<file path="src/rtl/prog_loader_pkg.sv">
// Shared types and constants for the instruction-memory program loader.
// Build option: PROG_LOADER_CHECKSUM_EN enables the trailing checksum byte.
package prog_loader_pkg;

    typedef enum logic [1:0] {
        ST_LEN,
        ST_DATA,
        ST_CHK,
        ST_DONE
    } state_e;

    localparam int WORD_BYTES = 4;
    localparam int WORD_W     = 32;

endpackage

</file>
<file path="src/rtl/prog_loader_if.sv">
// Byte-stream input and instruction-memory write port of the loader.
// The loader sits on the slave modport; the byte source/observer on master.
interface prog_loader_if
    import prog_loader_pkg::*;
#(
    parameter int ADDR_W = 14
);
    logic [7:0]        rx_data;
    logic              rx_valid;
    logic              imem_we;
    logic [ADDR_W-1:0] imem_addr;
    logic [WORD_W-1:0] imem_wdata;
    logic              loading;
    logic              done;
    logic              err;

    modport master (
        output rx_data,
        output rx_valid,
        input  imem_we,
        input  imem_addr,
        input  imem_wdata,
        input  loading,
        input  done,
        input  err
    );

    modport slave (
        input  rx_data,
        input  rx_valid,
        output imem_we,
        output imem_addr,
        output imem_wdata,
        output loading,
        output done,
        output err
    );
endinterface

</file>
<file path="src/rtl/prog_loader_byte_packer.sv">
// Big-endian byte-to-word packer; word and word_valid are combinational
// on the 4th byte so the consumer can register them in the same cycle.
module byte_packer
    import prog_loader_pkg::*;
(
    input  logic              clk,
    input  logic              clear_i,
    input  logic              valid_i,
    input  logic [7:0]        byte_i,
    output logic [WORD_W-1:0] word_o,
    output logic              word_valid_o
);
    logic [WORD_W-9:0] shift_q, shift_d;
    logic [1:0]        cnt_q, cnt_d;

    assign word_o       = {shift_q, byte_i};
    assign word_valid_o = valid_i && (cnt_q == 2'(WORD_BYTES - 1));

    always_comb begin
        shift_d = shift_q;
        cnt_d   = cnt_q;
        if (clear_i) begin
            shift_d = '0;
            cnt_d   = '0;
        end else if (valid_i) begin
            shift_d = word_o[WORD_W-9:0];
            cnt_d   = cnt_q + 2'd1;
        end
    end

    always_ff @(posedge clk) begin
        shift_q <= shift_d;
        cnt_q   <= cnt_d;
    end
endmodule

</file>
<file path="src/rtl/prog_loader.sv">
// Loads a length-prefixed big-endian word stream into instruction memory.
// Build option: PROG_LOADER_CHECKSUM_EN adds a trailing XOR checksum byte.
module prog_loader
    import prog_loader_pkg::*;
#(
    parameter int ADDR_W = 14
)(
    input logic         clk,
    input logic         rst,
    prog_loader_if.slave bus
);
    localparam logic [32:0] DEPTH = 33'd1 << ADDR_W;
`ifdef PROG_LOADER_CHECKSUM_EN
    localparam state_e END_ST = ST_CHK;
`else
    localparam state_e END_ST = ST_DONE;
`endif

    state_e            state_q, state_d;
    logic [31:0]       n_q, n_d;
    logic [31:0]       idx_q, idx_d;
    logic              we_q, we_d;
    logic [ADDR_W-1:0] addr_q, addr_d;
    logic [WORD_W-1:0] wdata_q, wdata_d;
    logic              done_q, done_d;
    logic              err_q, err_d;
`ifdef PROG_LOADER_CHECKSUM_EN
    logic [7:0]        csum_q, csum_d;
`endif

    logic              pk_valid;
    logic              pk_clear;
    logic              enter_data;
    logic [WORD_W-1:0] word;
    logic              word_valid;

    // The packer serves both the count field and the data words.
    assign pk_valid = bus.rx_valid &&
                      (state_q == ST_LEN || state_q == ST_DATA);
    assign pk_clear = rst || enter_data;

    byte_packer u_packer (
        .clk          (clk),
        .clear_i      (pk_clear),
        .valid_i      (pk_valid),
        .byte_i       (bus.rx_data),
        .word_o       (word),
        .word_valid_o (word_valid)
    );

    always_comb begin
        state_d    = state_q;
        n_d        = n_q;
        idx_d      = idx_q;
        we_d       = 1'b0;
        addr_d     = addr_q;
        wdata_d    = wdata_q;
        err_d      = err_q;
        enter_data = 1'b0;
`ifdef PROG_LOADER_CHECKSUM_EN
        csum_d     = csum_q;
`endif
        unique case (state_q)
            ST_LEN: begin
                if (word_valid) begin
                    n_d   = word;
                    idx_d = '0;
                    if ({1'b0, word} > DEPTH)
                        err_d = 1'b1;
                    if (word == '0) begin
                        state_d = END_ST;
                    end else begin
                        state_d    = ST_DATA;
                        enter_data = 1'b1;
                    end
                end
            end
            ST_DATA: begin
`ifdef PROG_LOADER_CHECKSUM_EN
                if (bus.rx_valid)
                    csum_d = csum_q ^ bus.rx_data;
`endif
                if (word_valid) begin
                    // Words past the memory depth are consumed, not written.
                    if ({1'b0, idx_q} < DEPTH) begin
                        we_d    = 1'b1;
                        addr_d  = idx_q[ADDR_W-1:0];
                        wdata_d = word;
                    end
                    idx_d = idx_q + 32'd1;
                    if (idx_q == n_q - 32'd1)
                        state_d = END_ST;
                end
            end
            ST_CHK: begin
`ifdef PROG_LOADER_CHECKSUM_EN
                if (bus.rx_valid) begin
                    state_d = ST_DONE;
                    if (bus.rx_data != csum_q)
                        err_d = 1'b1;
                end
`endif
            end
            default: ;
        endcase
        done_d = (state_d == ST_DONE);
    end

    always_ff @(posedge clk) begin
        if (rst) begin
            state_q <= ST_LEN;
            n_q     <= '0;
            idx_q   <= '0;
            we_q    <= 1'b0;
            addr_q  <= '0;
            wdata_q <= '0;
            done_q  <= 1'b0;
            err_q   <= 1'b0;
`ifdef PROG_LOADER_CHECKSUM_EN
            csum_q  <= '0;
`endif
        end else begin
            state_q <= state_d;
            n_q     <= n_d;
            idx_q   <= idx_d;
            we_q    <= we_d;
            addr_q  <= addr_d;
            wdata_q <= wdata_d;
            done_q  <= done_d;
            err_q   <= err_d;
`ifdef PROG_LOADER_CHECKSUM_EN
            csum_q  <= csum_d;
`endif
        end
    end

    assign bus.imem_we    = we_q;
    assign bus.imem_addr  = addr_q;
    assign bus.imem_wdata = wdata_q;
    assign bus.loading    = (state_q != ST_DONE);
    assign bus.done       = done_q;
    assign bus.err        = err_q;
endmodule

</file>
<file path="src/flat_wrapper.sv">
// flat-port wrapper written by rule: the top's interface ports become plain ports
module prog_loader_flat import prog_loader_pkg::*;
#(
    parameter int ADDR_W = 14
)
  (clk, rst, bus_rx_data, bus_rx_valid, bus_imem_we, bus_imem_addr, bus_imem_wdata, bus_loading, bus_done, bus_err);
  prog_loader_if #(.ADDR_W(ADDR_W)) bus_i ();
  input logic clk;
  input logic rst;
  input wire logic [$bits(bus_i.rx_data)-1:0] bus_rx_data;
  input wire logic [$bits(bus_i.rx_valid)-1:0] bus_rx_valid;
  output wire logic [$bits(bus_i.imem_we)-1:0] bus_imem_we;
  output wire logic [$bits(bus_i.imem_addr)-1:0] bus_imem_addr;
  output wire logic [$bits(bus_i.imem_wdata)-1:0] bus_imem_wdata;
  output wire logic [$bits(bus_i.loading)-1:0] bus_loading;
  output wire logic [$bits(bus_i.done)-1:0] bus_done;
  output wire logic [$bits(bus_i.err)-1:0] bus_err;
  assign bus_i.rx_data = bus_rx_data;
  assign bus_i.rx_valid = bus_rx_valid;
  assign bus_imem_we = bus_i.imem_we;
  assign bus_imem_addr = bus_i.imem_addr;
  assign bus_imem_wdata = bus_i.imem_wdata;
  assign bus_loading = bus_i.loading;
  assign bus_done = bus_i.done;
  assign bus_err = bus_i.err;
  prog_loader #(.ADDR_W(ADDR_W)) u_core (.clk(clk), .rst(rst), .bus(bus_i));
endmodule
</file>
<file path="config.mk">
export PLATFORM = sky130hd
export DESIGN_NAME = prog_loader_flat
export DESIGN_NICKNAME = d
export VERILOG_FILES = /design/src/rtl/prog_loader_pkg.sv /design/src/rtl/prog_loader_if.sv /design/src/rtl/prog_loader_byte_packer.sv /design/src/rtl/prog_loader.sv /design/src/flat_wrapper.sv
export SDC_FILE = /design/constraint.sdc
export NUM_CORES = 1
export LEC_CHECK = 0
export BUFFER_PORTS_ARGS = -buffer_cell sky130_fd_sc_hd__buf_2
export CORE_ASPECT_RATIO = 0.9
export CORE_MARGIN = 8
export CORE_UTILIZATION = 40
export CTS_BUF_LIST = sky130_fd_sc_hd__clkbuf_4 sky130_fd_sc_hd__clkbuf_8
export DETAILED_ROUTE_END_ITERATION = 8
export PLACE_DENSITY = 0.61
export RECOVER_POWER = 25
export SLEW_MARGIN = 40
export SYNTH_ARGS = -nofsm -noshare
export SYNTH_HDL_FRONTEND = slang
export SYNTH_SLANG_ARGS = --single-unit
export TNS_END_PERCENT = 10
</file>
<file path="constraint.sdc">
create_clock -name clk -period 2.72 [get_ports clk]
set_input_delay 0 -clock clk [delete_from_list [all_inputs] [get_ports clk]]
set_output_delay 0 -clock clk [all_outputs]
set_load 0.02 [all_outputs]
</file>
* Yosys cells after proc, flatten, opt, wreduce, memory -nomap -nowiden
Index checks and enable logic that the tools add are counted.
Word-level totals: word-level logic and storage cells 48, output and inout bits 50, input port bits 11, register bits after elaboration 141
Cells by class: add/sub/neg operators 3, equality and inequality tests 7, reduce and logical (&&, ||, !) cells 12, bitwise operators 2, order comparisons 2, muxes and demuxes 12
Operators by type and width (number):
- $mux 32 | 2
- $pmux 32 s2 | 1
- $add 32x1->32 const B | 1
- $eq 32x32->1 | 1
- $gt 32x15->1 const B | 1
- $logic_not 32->1 | 1
- $lt 32x15->1 const B | 1
- $sub 32x1->32 const B | 1
- $reduce_and 3->1 | 3
- $mux 2 | 4
- $ne 2x2->1 const B | 3
- $eq 2x2->1 const B | 2
- $mux 1 | 4
- $pmux 2 s2 | 1
- $reduce_or 3->1 | 1
- $add 2x1->2 const B | 1
- $eq 2x1->1 const B | 1
- $logic_and 1x1->1 | 2
- $logic_not 2->1 | 1
- $logic_or 1x1->1 | 2
- $not 1->1 | 2
- $reduce_and 2->1 | 1
- $reduce_bool 2->1 | 1

* Depth between registers and ports, before layout
Gate-level depths: netlist of the first run.
depth in word-level cells 7, mapped depth 10, gate-level depth less buffers 9

* Cells and area by module
From an unflattened synthesis of the first run, not the netlist that was laid out.
Second synthesis, totals: cell total of the unflattened synthesis 812, area total of the unflattened synthesis 6526.3 µm²
Modules (own cells, without submodules):
- prog_loader | area an instance 5502.8 µm², cells an instance 718, sequential area each 2302.2 µm², times used 1
- byte_packer | area an instance 1023.5 µm², cells an instance 94, sequential area each 520.5 µm², times used 1

* Worst setup path before layout of the first run
No wires, ideal clock.
path type flip-flop to flip-flop, from reg u_core.n_q[0], to reg u_core.state_q[1], required time 2.645 ns, arrival 2.242 ns, path buffers 1, period minus slack after synthesis 2.316 ns, slack 0.404 ns, cell stages (with the launch flop) 11, library setup time 0.075 ns, cell sequence dfxtp_1 inv_1 ha_1 or3b_2 clkbuf_1 or4_1 nand3b_1 nor2_1 a211oi_1 nand4b_1 o22ai_1
On the way: word-level cells in the longest chain between the ends 5
Ends and longest elaborated chain:
- from (decl) | RTL line prog_loader.sv:20 | logic [31:0] n_q, n_d;
- from (signal assigned) | RTL line prog_loader.sv:124 | n_q <= n_d;
- $sub 32x1->32 | RTL line prog_loader.sv:91 | if (idx_q == n_q - 32'd1)
- $eq 32x32->1 | RTL line prog_loader.sv:91
- $mux 2 | RTL line prog_loader.sv:91
- $mux 2 | RTL line prog_loader.sv:83 | if (word_valid) begin
- $pmux 2 s2 | RTL line prog_loader.sv:63 | unique case (state_q)
- to (signal assigned) | RTL line prog_loader.sv:123 | state_q <= state_d;
- to (decl) | RTL line prog_loader.sv:19 | state_e state_q, state_d;
Every way passes these cells. A chain may end at the register's enable or synchronous reset.

* Worst setup path in the final report of the first run
from reg u_core.n_q[13], to reg u_core.done_q (netlist: u_core.bus.done)
On the way: word-level cells in the longest chain between the ends 6
Ends and longest elaborated chain:
- $sub 32x1->32 | RTL line prog_loader.sv:91
- $eq 32x32->1 | RTL line prog_loader.sv:91
- $mux 2 | RTL line prog_loader.sv:91
- $mux 2 | RTL line prog_loader.sv:83
- $pmux 2 s2 | RTL line prog_loader.sv:63
- $eq 2x2->1 | RTL line prog_loader.sv:106 | done_d = (state_d == ST_DONE);
- to (signal assigned) | RTL line prog_loader.sv:129 | done_q <= done_d;
- to (decl) | RTL line prog_loader.sv:25 | logic done_q, done_d;
Every way passes these cells.

==> results of run 1 <==
-- cell families (layout without fill, tap and decap cells) --
kind of cell,after synthesis,count (layout),share of synthesized area
AND/OR/NAND/NOR,432,432,0.312
AO/OA/AOI/OAI,150,150,0.123
flip-flops,141,141,0.433
XOR/XNOR,66,66,0.0887
buffers and inverters,61,130,0.0374
adder cells (fa/ha/maj),3,3,0.00576
-- state kept, by name, summed over array words and instances (netlist names) --
name,count
u_core.idx_q,32
u_core.u_packer.shift_q,24
u_core.bus.done,1
u_core.u_packer.cnt_q,2
u_core.n_q,32
u_core.bus.err,1
u_core.bus.imem_addr,14
u_core.state_q,2
u_core.bus.imem_we,1
u_core.bus.imem_wdata,32
-- final cells by class --
cell class,count,area [µm²]
clock inverter,8,109
fill,1607,8530
multi-input combinational,651,3460
clock buffer,22,297
timing repair buffer,94,517
sequential,141,2820
tap,207,259
inverter,6,22.5
-- worst min path at each step --
| stage | cells past startpoint | slack, ns | to | from |
|---|---|---|---|---|
| after floorplan | 1 | 0.09 | u_core.state_q[0] | rst |
| after global placement | 3 | 0.28 | u_core.bus.imem_wdata[1] | bus_rx_data[1] |
| after detailed placement | 3 | 0.28 | u_core.bus.imem_wdata[1] | bus_rx_data[1] |
| after CTS | 3 | 0.08 | u_core.idx_q[10] | rst |
| after global routing | 3 | 0.11 | u_core.idx_q[8] | rst |
| final | 3 | 0.11 | u_core.idx_q[10] | rst |
-- metrics by stage --
step           worst slack [ns]  hold WS, ns
6_report                  0.255        0.112
5_1_grt                 0.00986        0.111
4_1_cts                   0.225       0.0786
3_5_place_dp              0.244        0.282
3_3_place_gp              0.299        0.279
2_1_floorplan             0.404       0.0925
-- per-layer routing --
metal | share of wire | wire, µm | global-route usage | up-vias
li1 | - | - | - | 3016
met1 | 0.50 | 8710 | 0.241 | 2804
met4 | 0.014 | 250 | 0.0571 | 0
met2 | 0.44 | 7710 | 0.257 | 115
met3 | 0.046 | 803 | 0.0400 | 23
met5 | 0 | 0 | 0 | -
-- power by group --
group / internal [mW] / switching, mW
Clock: 0.918 / 0.803
Sequential: 2.08 / 0.0285
Combinational: 0.0785 / 0.125
-- cells in the mapped netlist (all sizes together), types with 5 or more instances --
library cell,count
nand4,17
inv,6
and3,8
xnor2,43
nor2,51
dfxtp,141
clkbuf,50
nor3,23
buf,5
xor2,23
o21ai,8
nand2b,5
a21oi,121
nor4,27
or3,9
or4,10
nand2,247
nand3,16
-- timing repair --
action / CTS / global route
setup endpoints to repair: 0 / 2
hold endpoints to repair: 24 / 0
hold buffers: 8 / 0
buffers inserted: 0 / 3
-- worst min-delay path, stage by stage --
cell      delay [ns]
buf_2           0.14
nand2b_1        0.30
nor2_1          0.08
==> metrics, run 1 <==
Peak VDD IR 0.000461 V; share of synthesized flip-flops with an asynchronous set or reset 0; combined global-route utilization of all metal layers 0.173; setup slack on the worst flop-to-flop path 0.26 ns; Post-synth top flop dfxtp_1; post-detailed-placement cell area 0.00704 mm²; top-level port count 61; routed via count 5958; Pwr Total 4.03 mW; number of rows in the core area 44; cell with the biggest individual delay on the critical path or4_4; proportion of layout cells with a drive suffix above 1 0.0922; cells resized by post-CTS repair 0; endpoints failing setup 0; Netlist cell types 51; RSZ-0062 raised after global routing false; length in cells of the worst reg-to-reg path 6; DIE AREA 0.0206 mm²; Post-synth EDFFs 0; Critical Path Fanout Max 7; Req. time, crit path 3.10 ns; clock buffers created by TritonCTS 17; number of design-rule violations left by the first detailed-router iteration 491; status finished, final reports clean; global placer's final weighted congestion 0.922; final max-slew violation count 0; count of mapped cells out of synthesis 853; Horiz. Die Dim 151 µm; clock insertion delay at the later pin of the skew report 0.46 ns; total number of cells along the worst setup path 6; source of the worst register-to-register timing path u_core.n_q[13]; CP endpoint u_core.bus.done; count of H-tree levels built during CTS 4; Post-Syn Nets 867; antenna-violating nets left 0; final worst path period need 2.46 ns; Synth Warn # 0; final net count 925; Slew @ Worst Pin 0.588 ns; number of search-and-repair iterations in the first detailed-routing pass 5; clk buf depth 2; area share of the leading cell type in the synthesized netlist 0.433; routed wire length 17500 µm; type of origin of the critical path flip-flop; Min-Delay Path Class in -> reg; Max Clock Freq 406 MHz; share of the core filled with cells 0.468; critical path start-end classification reg -> reg; standby leakage power 2.53 nW; Tcrit/Tclk final 0.906; mean instance size in the synthesized netlist 7.64 µm²; count of inserted antenna diode cells 0; DP HPWL 12400 µm; final non-filler cell area 0.00749 mm²; number of antenna violations at the first check in global routing 0; number of storage elements in the synthesis netlist 141; Final TNS setup 0 ns; CP arrival 2.85 ns; first element of the critical path u_core.n_q[13]; total instance count after detailed placement 1088; number of global-route vias before repair 5529; critical-path cell list or4_4 -> or4_1 -> or3_1 -> a22oi_1 -> nand4_1 -> o22ai_1; max-slew headroom at the worst pin 0.605; average detailed-routed wire length per instance 15.5 µm; Synth area leaders dfxtp_1 43%, nand2_1 14%, a21oi_1 9.3%; maximum number of pins on one net before global-route repair 55; P per Cell Area 538 mW/mm²; total of max-cap violations 0; clock tree sinks 141; most common cell after layout, fill and taps aside nand2_1; growth of design area from synthesis to finish 14.9%; commonest cells after routing, fill and taps aside 247 x nand2_1, 141 x dfxtp_1, 121 x a21oi_1, 50 x nor2_1, 47 x clkbuf_1; cell area after synthesis 0.00652 mm²; root cell of the clock tree clkbuf_8; Buf/Inv on CP 0; die outline height 137 µm; clock input transition at the sequential cells of the worst setup and hold paths 0.08 ns; Hold Vio Cnt, Final 0; effective utilization at floorplan 0.407; dominant cell type by area after synthesis dfxtp_1; sequential fraction of the synthesis area 0.433; TritonCTS clock tree done; total congestion overflow 0; DR vias/cell 5.28; count of buffers from port buffering 60; placeable core region 0.0160 mm²; first-pass GRT wire length 28600 µm; reg-to-reg critical path endpoint u_core.bus.done; Fin Clk Skew 0.0105 ns; final cell count without fillers 1129; kind of capture point of the worst setup path flip-flop; delay of the slowest cell on the worst path 0.60 ns; category of cells accounting for the largest share of critical-path delay simple AND/OR/NAND/NOR gates; count of unresolved DRC violations after routing 0
Note: power is estimated with default switching activity, not from simulation.
==> inputs of run 2 (changes only) <==
--- a/config.mk
+++ b/config.mk
@@ -8,13 +8,14 @@
 export BUFFER_PORTS_ARGS = -buffer_cell sky130_fd_sc_hd__buf_2
 export CORE_ASPECT_RATIO = 0.9
 export CORE_MARGIN = 8
-export CORE_UTILIZATION = 40
+export CORE_UTILIZATION = 30
 export CTS_BUF_LIST = sky130_fd_sc_hd__clkbuf_4 sky130_fd_sc_hd__clkbuf_8
 export DETAILED_ROUTE_END_ITERATION = 8
-export PLACE_DENSITY = 0.61
+export PLACE_DENSITY = 0.49
 export RECOVER_POWER = 25
 export SLEW_MARGIN = 40
 export SYNTH_ARGS = -nofsm -noshare
 export SYNTH_HDL_FRONTEND = slang
+export SYNTH_HIERARCHICAL = 1
 export SYNTH_SLANG_ARGS = --single-unit
 export TNS_END_PERCENT = 10
==> metrics, run 2 <==
Fin Clk Skew 0.0176 ns (+0.00711 ns); clock insertion delay at the later pin of the skew report 0.46 ns (about the same); final worst path period need 2.57 ns (+0.103 ns); Post-synth EDFFs 0 (unchanged); clock tree sinks 141 (unchanged); CP arrival 2.95 ns (+0.10 ns); count of H-tree levels built during CTS 4 (unchanged); average detailed-routed wire length per instance 15.3 µm (-1.1%); Internal Power 2.82 mW (-8.2%); cell with the most instances after synthesis nand2_1; FILL cells 2314 (+44%); Final TNS setup 0 ns (unchanged); growth of design area from synthesis to finish 15.6%; P per Cell Area 517 mW/mm² (-3.9%); Synth area leaders dfxtp_1 43%, nand2_1 10%, a21oi_1 7.3%; Tcrit/Tclk final 0.944 (+0.0380); commonest cells after routing, fill and taps aside 181 x nand2_1, 141 x dfxtp_1, 95 x a21oi_1, 74 x nor2_1, 47 x clkbuf_1; net switching component of the power 1.08 mW (+13%); combined global-route utilization of all metal layers 0.141 (-0.0316); Slew @ Worst Pin 0.548 ns (-0.0400 ns); clock buffers created by TritonCTS 17 (unchanged); number of rows in the core area 51 (+16%); share of synthesized flip-flops with an asynchronous set or reset 0 (unchanged); most common cell after layout, fill and taps aside nand2_1; number of search-and-repair iterations in the first detailed-routing pass 4 (-1); final max-slew violation count 0 (unchanged); switching power as a share of total power 0.277 (+0.0395); critical path start-end classification reg -> reg; type of origin of the critical path flip-flop; count of inserted antenna diode cells 0 (unchanged); Post-synth top flop dfxtp_1; Min-Delay Path Class in -> reg; Horiz. Die Dim 171 µm (+14%); combinational cell fraction of total power 0.051 (about the same); Critical Path Fanout Max 8 (+1); status finished, final reports clean; antenna-violating nets left 0 (unchanged); cells resized by post-CTS repair 0 (unchanged); Max Clock Freq 389 MHz (-4.0%); area share of the leading cell type in the synthesized netlist 0.433 (-0.000581); maximum number of pins on one net before global-route repair 48 (-13%); DIE AREA 0.0267 mm² (+30%); root cell of the clock tree clkbuf_8; number of design-rule violations left by the first detailed-router iteration 306 (-38%); mean instance size in the synthesized netlist 8.04 µm² (+5.2%); routed wire length 18000 µm (+3.1%); Synth Warn # 6 (+6); total of max-cap violations 0 (unchanged); DP HPWL 12900 µm (+4.5%); sequential fraction of the synthesis area 0.433 (-0.000581); number of antenna violations at the first check in global routing 0 (unchanged); number of global-route vias before repair 5575 (+0.83%); dominant cell type by area after synthesis dfxtp_1; proportion of layout cells with a drive suffix above 1 0.103 (+0.0106); Post-Place Setup Slack 0.173 ns (-0.0707 ns); Netlist cell types 57 (+12%); Post-Syn Nets 826 (-4.7%); count of mapped cells out of synthesis 812 (-4.8%); buffers inserted during post-CTS setup optimization 0 (unchanged); Hold Vio Cnt, Final 0 (unchanged); TritonCTS clock tree done; DR vias/cell 4.74 (-10%); endpoints failing setup 0 (unchanged); routed via count 5570 (-6.5%); count of buffers from port buffering 60 (unchanged); kind of capture point of the worst setup path flip-flop; number of buffers added to fix hold violations after cts 10 (+2); cell area after synthesis 0.00653 mm² (+0.13%); max-slew headroom at the worst pin 0.635 (+0.0303); Seq pwr share 0.541 (+0.018); effective utilization at floorplan 0.303 (-0.103); clk buf depth 2 (unchanged); placeable core region 0.0215 mm² (+34%); Peak VDD IR 0.000286 V (-38%); global placer's final weighted congestion 0.821 (-11%); Req. time, crit path 3.10 ns (about the same); RSZ-0062 raised after global routing false; most numerous cell types in the synthesized netlist 181 x nand2_1, 141 x dfxtp_1, 95 x a21oi_1, 75 x nor2_1, 42 x clkbuf_1; top-level port count 61 (unchanged); die outline height 156 µm (+14%); clock power share 0.408 (-0.019); total congestion overflow 0 (unchanged); Worst Slack Setup Final 0.152 ns (-0.103 ns); standby leakage power 2.73 nW (+7.8%); clock input transition at the sequential cells of the worst setup and hold paths 0.09 ns (about the same); final net count 887 (-4.1%); number of storage elements in the synthesis netlist 141 (unchanged); first-pass GRT wire length 30200 µm (+5.4%); count of unresolved DRC violations after routing 0 (unchanged)
-- run 2: final cells by class --
class / count / area, µm² / share of cell area
repair buffers: 102 / 582 / 0.0771
flip-flops and latches: 141 / 2820 / 0.374
inverters: 8 / 30.0 / 0.00398
multi-input cells: 603 / 3390 / 0.449
clock inverters: 14 / 126 / 0.0167
well taps: 291 / 364 / 0.0483
clock buffers: 17 / 234 / 0.0310
-- run 2: worst paths after layout --
kind                                  from                        to  slack (ns)  cells after the start
setup / recovery            u_core/n_q[15]         u_core/state_q[1]        0.15                      7
setup reg to reg            u_core/n_q[15]         u_core/state_q[1]        0.15                      7
hold reg to reg   u_core/bus.imem_addr[10]  u_core/bus.imem_addr[10]        0.46                      2
hold / removal                bus_rx_valid           u_core/idx_q[1]        0.30                      6
-- run 2: metrics by stage --
stage	hold slack [ns]	total power, mW	utilization	instance area (µm²)	std cells
2_1_floorplan	0.147	2.30	-	6530	812
3_3_place_gp	0.286	2.35	0.332	7140	1135
3_5_place_dp	0.290	2.35	0.332	7140	1135
4_1_cts	0.272	3.95	0.354	7600	1176
5_1_grt	0.346	4.08	0.351	7540	1176
6_report	0.299	3.90	0.351	7540	1176
-- run 2: power by group through the flow --
stage / combinational (mW) / clock, mW / sequential (mW)
final: 0.201 / 1.59 / 2.11
after global routing: 0.224 / 1.75 / 2.11
after CTS: 0.203 / 1.64 / 2.11
after detailed placement: 0.191 / 0 / 2.16
after global placement: 0.190 / 0 / 2.16
after floorplan: 0.151 / 0 / 2.15
-- run 2: logic make-up after synthesis --
| logic type | Yosys count | share of synthesized area |
|---|---|---|
| AND/OR/NAND/NOR | 377 | 0.272 |
| XOR/XNOR | 59 | 0.0792 |
| flip-flops | 141 | 0.433 |
| buffers and inverters | 68 | 0.0520 |
| adder cells (fa/ha/maj) | 3 | 0.00575 |
| multiplexers | 26 | 0.0399 |
| AO/OA/AOI/OAI | 138 | 0.119 |
-- run 2: routing by layer --
metal | GRT usage | up-vias | routed length [µm]
met3 | 0.0352 | 7 | 830
met5 | 0 | - | 0
met1 | 0.206 | 2575 | 9570
li1 | - | 2904 | -
met2 | 0.205 | 84 | 7510
met4 | 0.0273 | 0 | 93
-- run 2: worst max-delay path: stages (launching register included) --
cell	delay, ns
dfxtp_1	0.40
or4_4	0.58
or3_1	0.44
o32ai_1	0.36
o21ai_0	0.14
a211oi_1	0.19
o2111ai_1	0.21
a21oi_1	0.17
==> inputs of run 3 (changes only) <==
--- a/config.mk
+++ b/config.mk
@@ -13,9 +13,9 @@
 export DETAILED_ROUTE_END_ITERATION = 8
 export PLACE_DENSITY = 0.49
 export RECOVER_POWER = 25
+export SETUP_SLACK_MARGIN = 0.5
 export SLEW_MARGIN = 40
 export SYNTH_ARGS = -nofsm -noshare
 export SYNTH_HDL_FRONTEND = slang
-export SYNTH_HIERARCHICAL = 1
 export SYNTH_SLANG_ARGS = --single-unit
 export TNS_END_PERCENT = 10
==> metrics, run 3 (synthesis gave the netlist of run 1 again) <==
FILL cells 2325 (+0.48%); routed via count 6007 (+7.8%); DIE AREA 0.0267 mm² (-0.12%); final net count 948 (+6.9%); growth of design area from synthesis to finish 21.0%; Fin Clk Skew 0.0146 ns (-0.00300 ns); type of origin of the critical path flip-flop; category of cells accounting for the largest share of critical-path delay simple AND/OR/NAND/NOR gates; Horiz. Die Dim 171 µm (about the same); standby leakage power 2.69 nW (-1.3%); average detailed-routed wire length per instance 15.6 µm (+1.7%); commonest cells after routing, fill and taps aside 247 x nand2_1, 134 x dfxtp_1, 120 x a21oi_1, 49 x nor2_1, 47 x clkbuf_1; number of global-route vias before repair 5796 (+4.0%); Min-Delay Path Class in -> reg; placeable core region 0.0215 mm² (unchanged); Internal Power 2.94 mW (+4.2%); Hold Vio Cnt, Final 0 (unchanged); clock buffers created by TritonCTS 17 (unchanged); number of search-and-repair iterations in the first detailed-routing pass 4 (unchanged); critical path start-end classification reg -> reg; kind of capture point of the worst setup path flip-flop; Final TNS setup 0 ns (unchanged); final worst path period need 2.26 ns (-0.312 ns); clock power share 0.414 (+0.006); clock input transition at the sequential cells of the worst setup and hold paths 0.09 ns (about the same); most common cell after layout, fill and taps aside nand2_1; top-level port count 61 (unchanged); first-pass GRT wire length 31200 µm (+3.5%); Max Clock Freq 443 MHz (+14%); routed wire length 19300 µm (+7.1%); status finished, final reports clean; final non-filler cell area 0.00788 mm² (+4.5%); post-detailed-placement cell area 0.00724 mm² (+1.4%); endpoints failing setup 0 (unchanged); clock insertion delay at the later pin of the skew report 0.46 ns (about the same); DP HPWL 13500 µm (+4.6%); root cell of the clock tree clkbuf_8; clock tree sinks 141 (unchanged); proportion of layout cells with a drive suffix above 1 0.141 (+0.0387); Worst Slack Setup Final 0.463 ns (+0.312 ns); final max-slew violation count 0 (unchanged); count of H-tree levels built during CTS 4 (unchanged); Peak VDD IR 0.000270 V (-5.7%); clk buf depth 2 (unchanged); Critical Path Fanout Max 5 (-3); maximum number of pins on one net before global-route repair 35 (-27%); critical-path cell list inv_4 -> ha_4 -> or3b_4 -> buf_6 -> xnor2_2 -> a31oi_1 -> or3_1 -> a32oi_2 -> nand4b_1 -> o22ai_1; Buf/Inv on CP 2 (+2); RSZ-0062 raised after global routing true; DR vias/cell 4.85 (+2.4%); combined global-route utilization of all metal layers 0.147 (+0.00593); count of buffers from port buffering 60 (unchanged); combinational cell fraction of total power 0.057 (+0.006); TritonCTS clock tree done; count of inserted antenna diode cells 0 (unchanged); Tcrit/Tclk final 0.830 (-0.115); Req. time, crit path 3.11 ns (about the same); CP arrival 2.64 ns (-0.31 ns); count of unresolved DRC violations after routing 0 (unchanged); P per Cell Area 504 mW/mm² (-2.5%); cell with the biggest individual delay on the critical path or3b_4; delay of the slowest cell on the worst path 0.42 ns (-0.16 ns); Seq pwr share 0.529 (-0.012); total congestion overflow 0 (unchanged); worst slack on hold paths 0.0581 ns (-0.241 ns); number of rows in the core area 51 (unchanged); total of max-cap violations 0 (unchanged); number of design-rule violations left by the first detailed-router iteration 354 (+16%); max-slew headroom at the worst pin 0.562 (-0.0731); Post-Place Setup Slack 0.316 ns (+0.142 ns); switching power as a share of total power 0.260 (-0.0165); net switching component of the power 1.03 mW (-4.2%); Slew @ Worst Pin 0.657 ns (+0.110 ns); share of the core filled with cells 0.367 (+0.0158); effective utilization at floorplan 0.303 (-0.000407); number of antenna violations at the first check in global routing 0 (unchanged); global placer's final weighted congestion 0.873 (+6.3%); antenna-violating nets left 0 (unchanged); die outline height 156 µm (about the same)
[run 3: layout make-up]
cell class                 count  area, µm²  area share
timing repair buffer         117        701      0.0889
multi-input combinational    651       3580       0.454
clock buffer                  20        263      0.0333
inverter                       6       25.0     0.00317
clock inverter                12        114      0.0144
tap                          291        364      0.0462
sequential                   141       2840       0.360
[run 3: stage by stage]
step,std cells,power (mW)
3_5_place_dp,1181,2.36
4_1_cts,1234,4.02
3_3_place_gp,1181,2.36
5_1_grt,1238,4.14
2_1_floorplan,853,2.28
6_report,1238,3.98
[run 3: repair_timing]
action / CTS / global route
hold buffers: 8 / 0
pin swaps: 13 / 12
endpoints found under the hold margin: 24 / 0
buffers inserted: 13 / 4
endpoints found under the setup margin: 35 / 87
gates resized for setup: 14 / 11
[run 3: path summary, 6_finish.rpt]
kind	from	end	slack, ns	cells past startpoint
worst min-delay path	rst	u_core.bus.imem_we	0.06	2
worst max register to register	u_core.n_q[0]	u_core.state_q[1]	0.46	10
worst max-delay path	u_core.n_q[0]	u_core.state_q[1]	0.46	10
worst min register to register	u_core.bus.imem_addr[0]	u_core.bus.imem_addr[0]	0.45	2
[run 3: power groups by stage]
| stage | combinational (mW) | sequential, mW | clock [mW] |
|---|---|---|---|
| after detailed placement | 0.201 | 2.15 | 0 |
| after global placement | 0.201 | 2.15 | 0 |
| final | 0.227 | 2.10 | 1.64 |
| after CTS | 0.224 | 2.10 | 1.69 |
| after floorplan | 0.142 | 2.14 | 0 |
| after global routing | 0.249 | 2.11 | 1.78 |
[run 3: worst register-to-register path, delay by kind of cell (launching register included)]
family                   cells  cell delay (ns)
AND/OR/NAND/NOR              3             0.91
AO/OA/AOI/OAI                3             0.45
flip-flops                   1             0.38
buffers and inverters        2             0.20
adder cells (fa/ha/maj)      1             0.13
XOR/XNOR                     1             0.11
[run 3: routing by layer]
metal	part of all wire	vias to the layer above	GRT usage	wire length [µm]
met5	0	-	0	0
met4	0.014	0	0.0443	279
met3	0.030	19	0.0331	578
met2	0.45	83	0.233	8700
met1	0.50	2840	0.195	9720
li1	-	3065	-	-
